**src/rtl/cpu_types_pkg.sv**
```systemverilog
// Shared CPU type definitions: instruction-cache FSM states and frame layout.
package cpu_types_pkg;

    typedef enum logic {
        IDLE  = 1'b0,
        FETCH = 1'b1
    } icache_state_t;

    // Widest possible tag (ISETS = 2); narrower tags are stored zero-extended.
    localparam int ICACHE_TAG_W = 29;

    typedef struct packed {
        logic                    valid;
        logic [ICACHE_TAG_W-1:0] tag;
        logic [31:0]             data;
    } icache_frame_t;

endpackage

```
**src/rtl/icache.sv**
```systemverilog
// Direct-mapped, one-word-per-frame instruction cache with a blocking IDLE/FETCH
// miss handler; hits are combinational, misses fetch one word from memory.
module icache
    import cpu_types_pkg::*;
#(
    parameter int ISETS = 16
) (
    input  logic        CLK,
    input  logic        nRST,
    input  logic        imemREN,
    input  logic [31:0] imemaddr,
    output logic        ihit,
    output logic [31:0] imemload,
    output logic        iREN,
    output logic [31:0] iaddr,
    input  logic        iwait,
    input  logic [31:0] iload
);

    localparam int IDX_W = $clog2(ISETS);
    localparam int TAG_W = 30 - IDX_W;

    icache_state_t state_q, state_d;
    logic [29:0]   miss_addr_q, miss_addr_d;  // word address {tag, index}
    logic          fill_we;
    icache_frame_t frames_q [ISETS];

    logic [IDX_W-1:0] req_idx, miss_idx;
    logic [TAG_W-1:0] req_tag, miss_tag;
    icache_frame_t    sel_frame;
    logic             hit;
    logic             unused_byte_bits;

    assign req_idx          = imemaddr[2 +: IDX_W];
    assign req_tag          = imemaddr[31:2+IDX_W];
    assign miss_idx         = miss_addr_q[IDX_W-1:0];
    assign miss_tag         = miss_addr_q[29:IDX_W];
    assign unused_byte_bits = ^imemaddr[1:0];

    assign sel_frame = frames_q[req_idx];
    assign hit = (state_q == IDLE) && imemREN && sel_frame.valid
              && (sel_frame.tag == ICACHE_TAG_W'(req_tag));

    assign ihit     = hit;
    assign imemload = hit ? sel_frame.data : 32'h0;
    assign iREN     = (state_q == FETCH);
    assign iaddr    = (state_q == FETCH) ? {miss_addr_q, 2'b00} : 32'h0;

    always_comb begin
        // NOTE: every signal gets a default first so no path leaves it unassigned (no latches).
        state_d     = state_q;
        miss_addr_d = miss_addr_q;
        fill_we     = 1'b0;
        unique case (state_q)
            IDLE: begin
                if (imemREN && !hit) begin
                    miss_addr_d = imemaddr[31:2];
                    state_d     = FETCH;
                end
            end
            FETCH: begin
                // The fill runs to completion even if the request has gone away.
                if (!iwait) begin
                    fill_we = 1'b1;
                    state_d = IDLE;
                end
            end
            default: state_d = IDLE;
        endcase
    end

    // NOTE: sequential state uses non-blocking assignments so all flops update together.
    always_ff @(posedge CLK or negedge nRST) begin
        if (!nRST) begin
            state_q     <= IDLE;
            miss_addr_q <= '0;
        end else begin
            state_q     <= state_d;
            miss_addr_q <= miss_addr_d;
        end
    end

    // NOTE: only the valid bits are reset; tag and data are don't-care until a fill sets valid.
    always_ff @(posedge CLK or negedge nRST) begin
        if (!nRST) begin
            for (int i = 0; i < ISETS; i++) begin
                frames_q[i].valid <= 1'b0;
            end
        end else if (fill_we) begin
            frames_q[miss_idx] <= '{valid: 1'b1,
                                    tag:   ICACHE_TAG_W'(miss_tag),
                                    data:  iload};
        end
    end

endmodule
```
**config.mk**
```make
export PLATFORM = sky130hd
export DESIGN_NAME = icache
export DESIGN_NICKNAME = d
export VERILOG_FILES = /design/src/rtl/cpu_types_pkg.sv /design/src/rtl/icache.sv
export SDC_FILE = /design/constraint.sdc
export NUM_CORES = 1
export LEC_CHECK = 0
export CAP_MARGIN = 0
export CORE_UTILIZATION = 61
export CTS_BUF_LIST = sky130_fd_sc_hd__clkbuf_8 sky130_fd_sc_hd__clkbuf_16
export DETAILED_ROUTE_END_ITERATION = 10
export PLACE_DENSITY = 0.8
export SKIP_CTS_REPAIR_TIMING = 1
export SYNTH_ARGS = -nofsm -noshare
export SYNTH_HDL_FRONTEND = slang
export SYNTH_SLANG_ARGS = --single-unit
export TNS_END_PERCENT = 100
```
**constraint.sdc**
```tcl
create_clock -name CLK -period 10.05 [get_ports CLK]
set_input_delay 3.015 -clock CLK [delete_from_list [all_inputs] [get_ports CLK]]
set_output_delay 3.015 -clock CLK [all_outputs]
set_load 0.005 [all_outputs]
```
## After elaboration in Yosys (flattened, before gate mapping)

Cells that the tools add are included.

- Register bits: 1023
- Input port bits: 68
- Output and inout port bits: 66
- Word-level logic and storage cells: 78

- Order comparisons: 3
- Eq/ne operators: 1
- Multiplexer cells: 13
- Bitwise operators: 3
- Reduce and logical (&&, ||, !) cells: 8

Operators with widths:

| kind | count |
|---|---|
| $bwmux 992 | 1 |
| $bmux 62 s4 | 1 |
| $demux 62 s4 | 1 |
| $mux 62 | 3 |
| $mux 32 | 2 |
| $eq 29x26->1 | 1 |
| $ge 5x5->1 const B | 2 |
| $not 4->5 | 2 |
| $logic_and 1x1->1 | 5 |
| $lt 5x1->1 const B | 1 |
| $mux 1 | 4 |
| $reduce_and 2->1 | 2 |
| $pmux 1 s2 | 1 |
| $logic_not 1->1 | 1 |
| $not 1->1 | 1 |

## Depth between registers and ports, before layout

- Depth in word-level cells: 10
- Gate-level depth with buffers: 14
- Gate-level depth less buffers: 8

## Worst setup path after synthesis

OpenSTA, ideal clock, no wires.

- Kind: input -> output
- Start point: input imemaddr[2]
- End point: output imemload[0]
- Arrival time: 5.839 ns
- Required time: 7.035 ns
- Path slack: 1.196 ns
- Cell stages on the path: 10
- Buffers on the path: 7
- Path through: buf_6 -> buf_6 -> buf_4 -> buf_6 -> buf_4 -> clkbuf_1 -> buf_1 -> mux4_2 -> mux4_2 -> nor2b_1

- Cells in the longest elaborated chain, start to end: 7
- Elaborated cells between the ends (all ways): 8
- Classes of those cells: eq/ne: 1; mux: 4; bitwise: 1; reduce/logical: 2

Ends and longest elaborated chain:

| what | line | RTL |
|---|---|---|
| from (decl) | icache.sv:11 | `input logic [31:0] imemaddr,` |
| $not 4->5 (not written as such) * | icache.sv:40 | `assign sel_frame = frames_q[req_idx];` |
| $bmux 62 s4 * | icache.sv:40 |  |
| $mux 62 (not written as such) * (2 in series) | icache.sv:40 |  |
| $eq 29x26->1 or $logic_and 1x1->1 (tied branches) | icache.sv:42, icache.sv:41 |  |
| $logic_and 1x1->1 | icache.sv:42 | `&& (sel_frame.tag == ICACHE_TAG_W'(req_tag));` |
| $mux 32 * | icache.sv:45 | `assign imemload = hit ? sel_frame.data : 32'h0;` |
| to (decl) | icache.sv:13 | `output logic [31:0] imemload,` |

Mark *: on every way between the ends. The rest lies on a longest branch, timed or not. The select of a mux whose other input is x is not followed.

## Final worst setup path

- Start point: input imemaddr[3]
- End point: output imemload[4]

The elaborated chain is that of the path after synthesis.

==> out/results.ini <==
[status]
status = completed

[floorplan]
die_x_um = 252
io_pins = 134
die-area_um2 = 63500
initial_core_util_pct = 61.8
rows = 91
die_h_um = 252
core-area_um2 = 61700

[placement]
post-dp-hpwl_um = 46200
placed_area_um2 = 40600
globalplace.congestion = 0.898
portBuffers = 129

[detailed_routing]
vias_per_cell = 6.71
wl_per_cell_um = 32.3
vias = 18800
drc = 0
ant_nets = 0
drt_iter0_markers = 2389
first_pass_iters = 8
drt_wl_total_um = 90500

[critical_path]
crit_required_ns = 7.04
path_class = primary input to output port
crit_buf_inv = 5
cp_top_family = buffers and inverters
reg2reg_from = frames_q[478]$_DFFE_PP_
r2r_cells = 9
worstPathArrival_ns = 6.94
end_kind = output port
cp_cell_sequence = buf_6 -> buf_12 -> mux4_2 -> mux2i_1 -> mux2i_1 -> a32oi_1 -> inv_1 -> nand3_1 -> or4_4 -> buf_12 -> nor2b_1 -> clkdlybuf4s50_1
rrSetupSlack_ns = 5.73
cp_slowest_stage_delay_ns = 0.55
critPathLaunch = imemaddr[3]
cp_slowest_cell = clkdlybuf4s50_1
start_kind = primary input
path_max_fanout = 128
timing.rr.end = miss_addr_q[17]$_DFFE_PN0P_

[timing]
post-route-period-util_pct = 99.0
finClkSkew_ns = 0.0173
hold_viol = 0
slew_violations = 0
rsz0062_at_grt = false
slew_headroom_pct = 24.8
max_freq_ghz = 0.100
period_minus_slack_ns = 9.95
setup-violations-final = 0
tightestPinTransition_ns = 1.13

[synth]
synth-seq-cells = 975
synth_top_area_share_pct = 73.1
synthTopCellsByArea = edfxtp_1, mux4_2, dfrtp_1
synth_edf_count = 928
yosys.area.top_type = edfxtp_1
async_flop_share_pct = 4.82
synth_ff_type = edfxtp_1
postSynthCellCount = 1699
synth.most_common_cell = edfxtp_1
yosysWarnings = 0
avgSynthCellArea_um2 = 22.4
synth_cell_types = 63
synth.cells.most_frequent = edfxtp_1, mux4_2, dfrtp_1
ys_seq_area_share_pct = 76.2
synthesis.area_um2 = 38100

[hold_path]
min_path_cells = 1
holdPathEnd = frames_q[433]$_DFFE_PN0P_
min_path_type = flip-flop to flip-flop
hold_path.startpoint = frames_q[433]$_DFFE_PN0P_

[clocking]
cts_sinks = 975
cts_tree = built
clk_pin_slew_worst_paths_ns = 0.06
clock-root-buffer = clkbuf_16
htreeDepth = 3
clk_latency_ns = 0.64
clockBufferDepth = 3
numCtsBuffers = 93

[finish]
area_delta_synth_final_pct = 14.1
insertedDiodeCount = 0
finish.utilization_pct = 70.5
fin_nets = 1960
finish.instance_area_um2 = 43500
drive_above_1_share_pct = 24.7

[global_routing]
grt_max_degree = 129
overflow = 0
antenna_found_initial = 3
grt_pass1_wl_um = 132000
grt_usage_pct = 29.4
grt_pass1_vias = 19500

[power_and_ir_drop]
powerDensity_nw_per_um2 = 200
ir_worst_vdd_uv = 196
p_leak_nw = 13.9

[run]
max_cap_violations = 0

==> cell type report <==
cell class | count | area, µm²
flip-flops and latches | 975 | 29000
fillers | 3575 | 18200
multi-input cells | 624 | 8680
clock buffers | 98 | 2410
repair buffers | 188 | 1840
well taps | 837 | 1050
clock inverters | 70 | 464
inverters | 10 | 38.8
==> cells by family after synthesis <==
family,Yosys count,synth area share (%)
AO/OA/AOI/OAI,73,1.45
buffers and inverters,101,1.42
AND/OR/NAND/NOR,175,2.52
flip-flops,975,76.2
other,1,0.00983
XOR/XNOR,31,0.712
multiplexers,343,17.7
==> how the worst max path moves through the flow <==
stage	endpoint	depth (start not counted)	slack, ns
after floorplan	imemload[0]	10	1.20
after global placement	imemload[24]	11	0.17
after detailed placement	imemload[16]	12	-0.1
after CTS	imemload[4]	12	-0.28
after global routing	imemload[4]	12	0.02
final	imemload[4]	12	0.1
==> per-layer routing <==
| metal | up-vias | routed length (µm) | GRT usage [%] |
|---|---|---|---|
| li1 | 7491 | - | - |
| met2 | 1238 | 46500 | 49.0 |
| met4 | 4 | 2660 | 9.82 |
| met5 | - | 25 | 0 |
| met1 | 9884 | 32100 | 39.9 |
| met3 | 196 | 9180 | 5.30 |
==> power breakdown <==
part	switching, mW	internal (mW)
logic	0.313	0.284
registers	0.159	4.66
clock network	1.48	1.84
==> sequential cells by signal, summed over array words and instances (netlist names) <==
register     cells
iREN             1
miss_addr_q     30
frames_q       944
==> metrics by stage <==
| stage | hold WS [ns] | TNS, ns | std cells | power [mW] | setup WS (ns) |
|---|---|---|---|---|---|
| 5_1_grt | 0.474 | 0 | 2802 | 8.95 | 0.0247 |
| 3_5_place_dp | 0.448 | -1.77 | 2634 | 5.48 | -0.0992 |
| 3_3_place_gp | 0.432 | 0 | 2634 | 5.44 | 0.167 |
| 4_1_cts | 0.461 | -5.76 | 2802 | 8.75 | -0.275 |
| 6_report | 0.457 | 0 | 2802 | 8.72 | 0.0956 |
| 2_1_floorplan | 0.420 | 0 | 1700 | 5.18 | 1.20 |
==> placed cells by master, fill, tap and decap left out, types with 18 or more instances in the layout <==
master           instances
mux4_2                 262
buf_4                   49
mux2_1                  32
clkinv_1                19
nand2_1                 28
inv_1                   26
xor2_1                  18
clkinv_2                18
mux2i_1                 45
and2_1                  33
dfrtp_1                 47
nor2b_1                 44
edfxtp_1               928
clkdlybuf4s50_1        124
clkbuf_16               94
No activity file was read; power rests on OpenSTA's default activity.
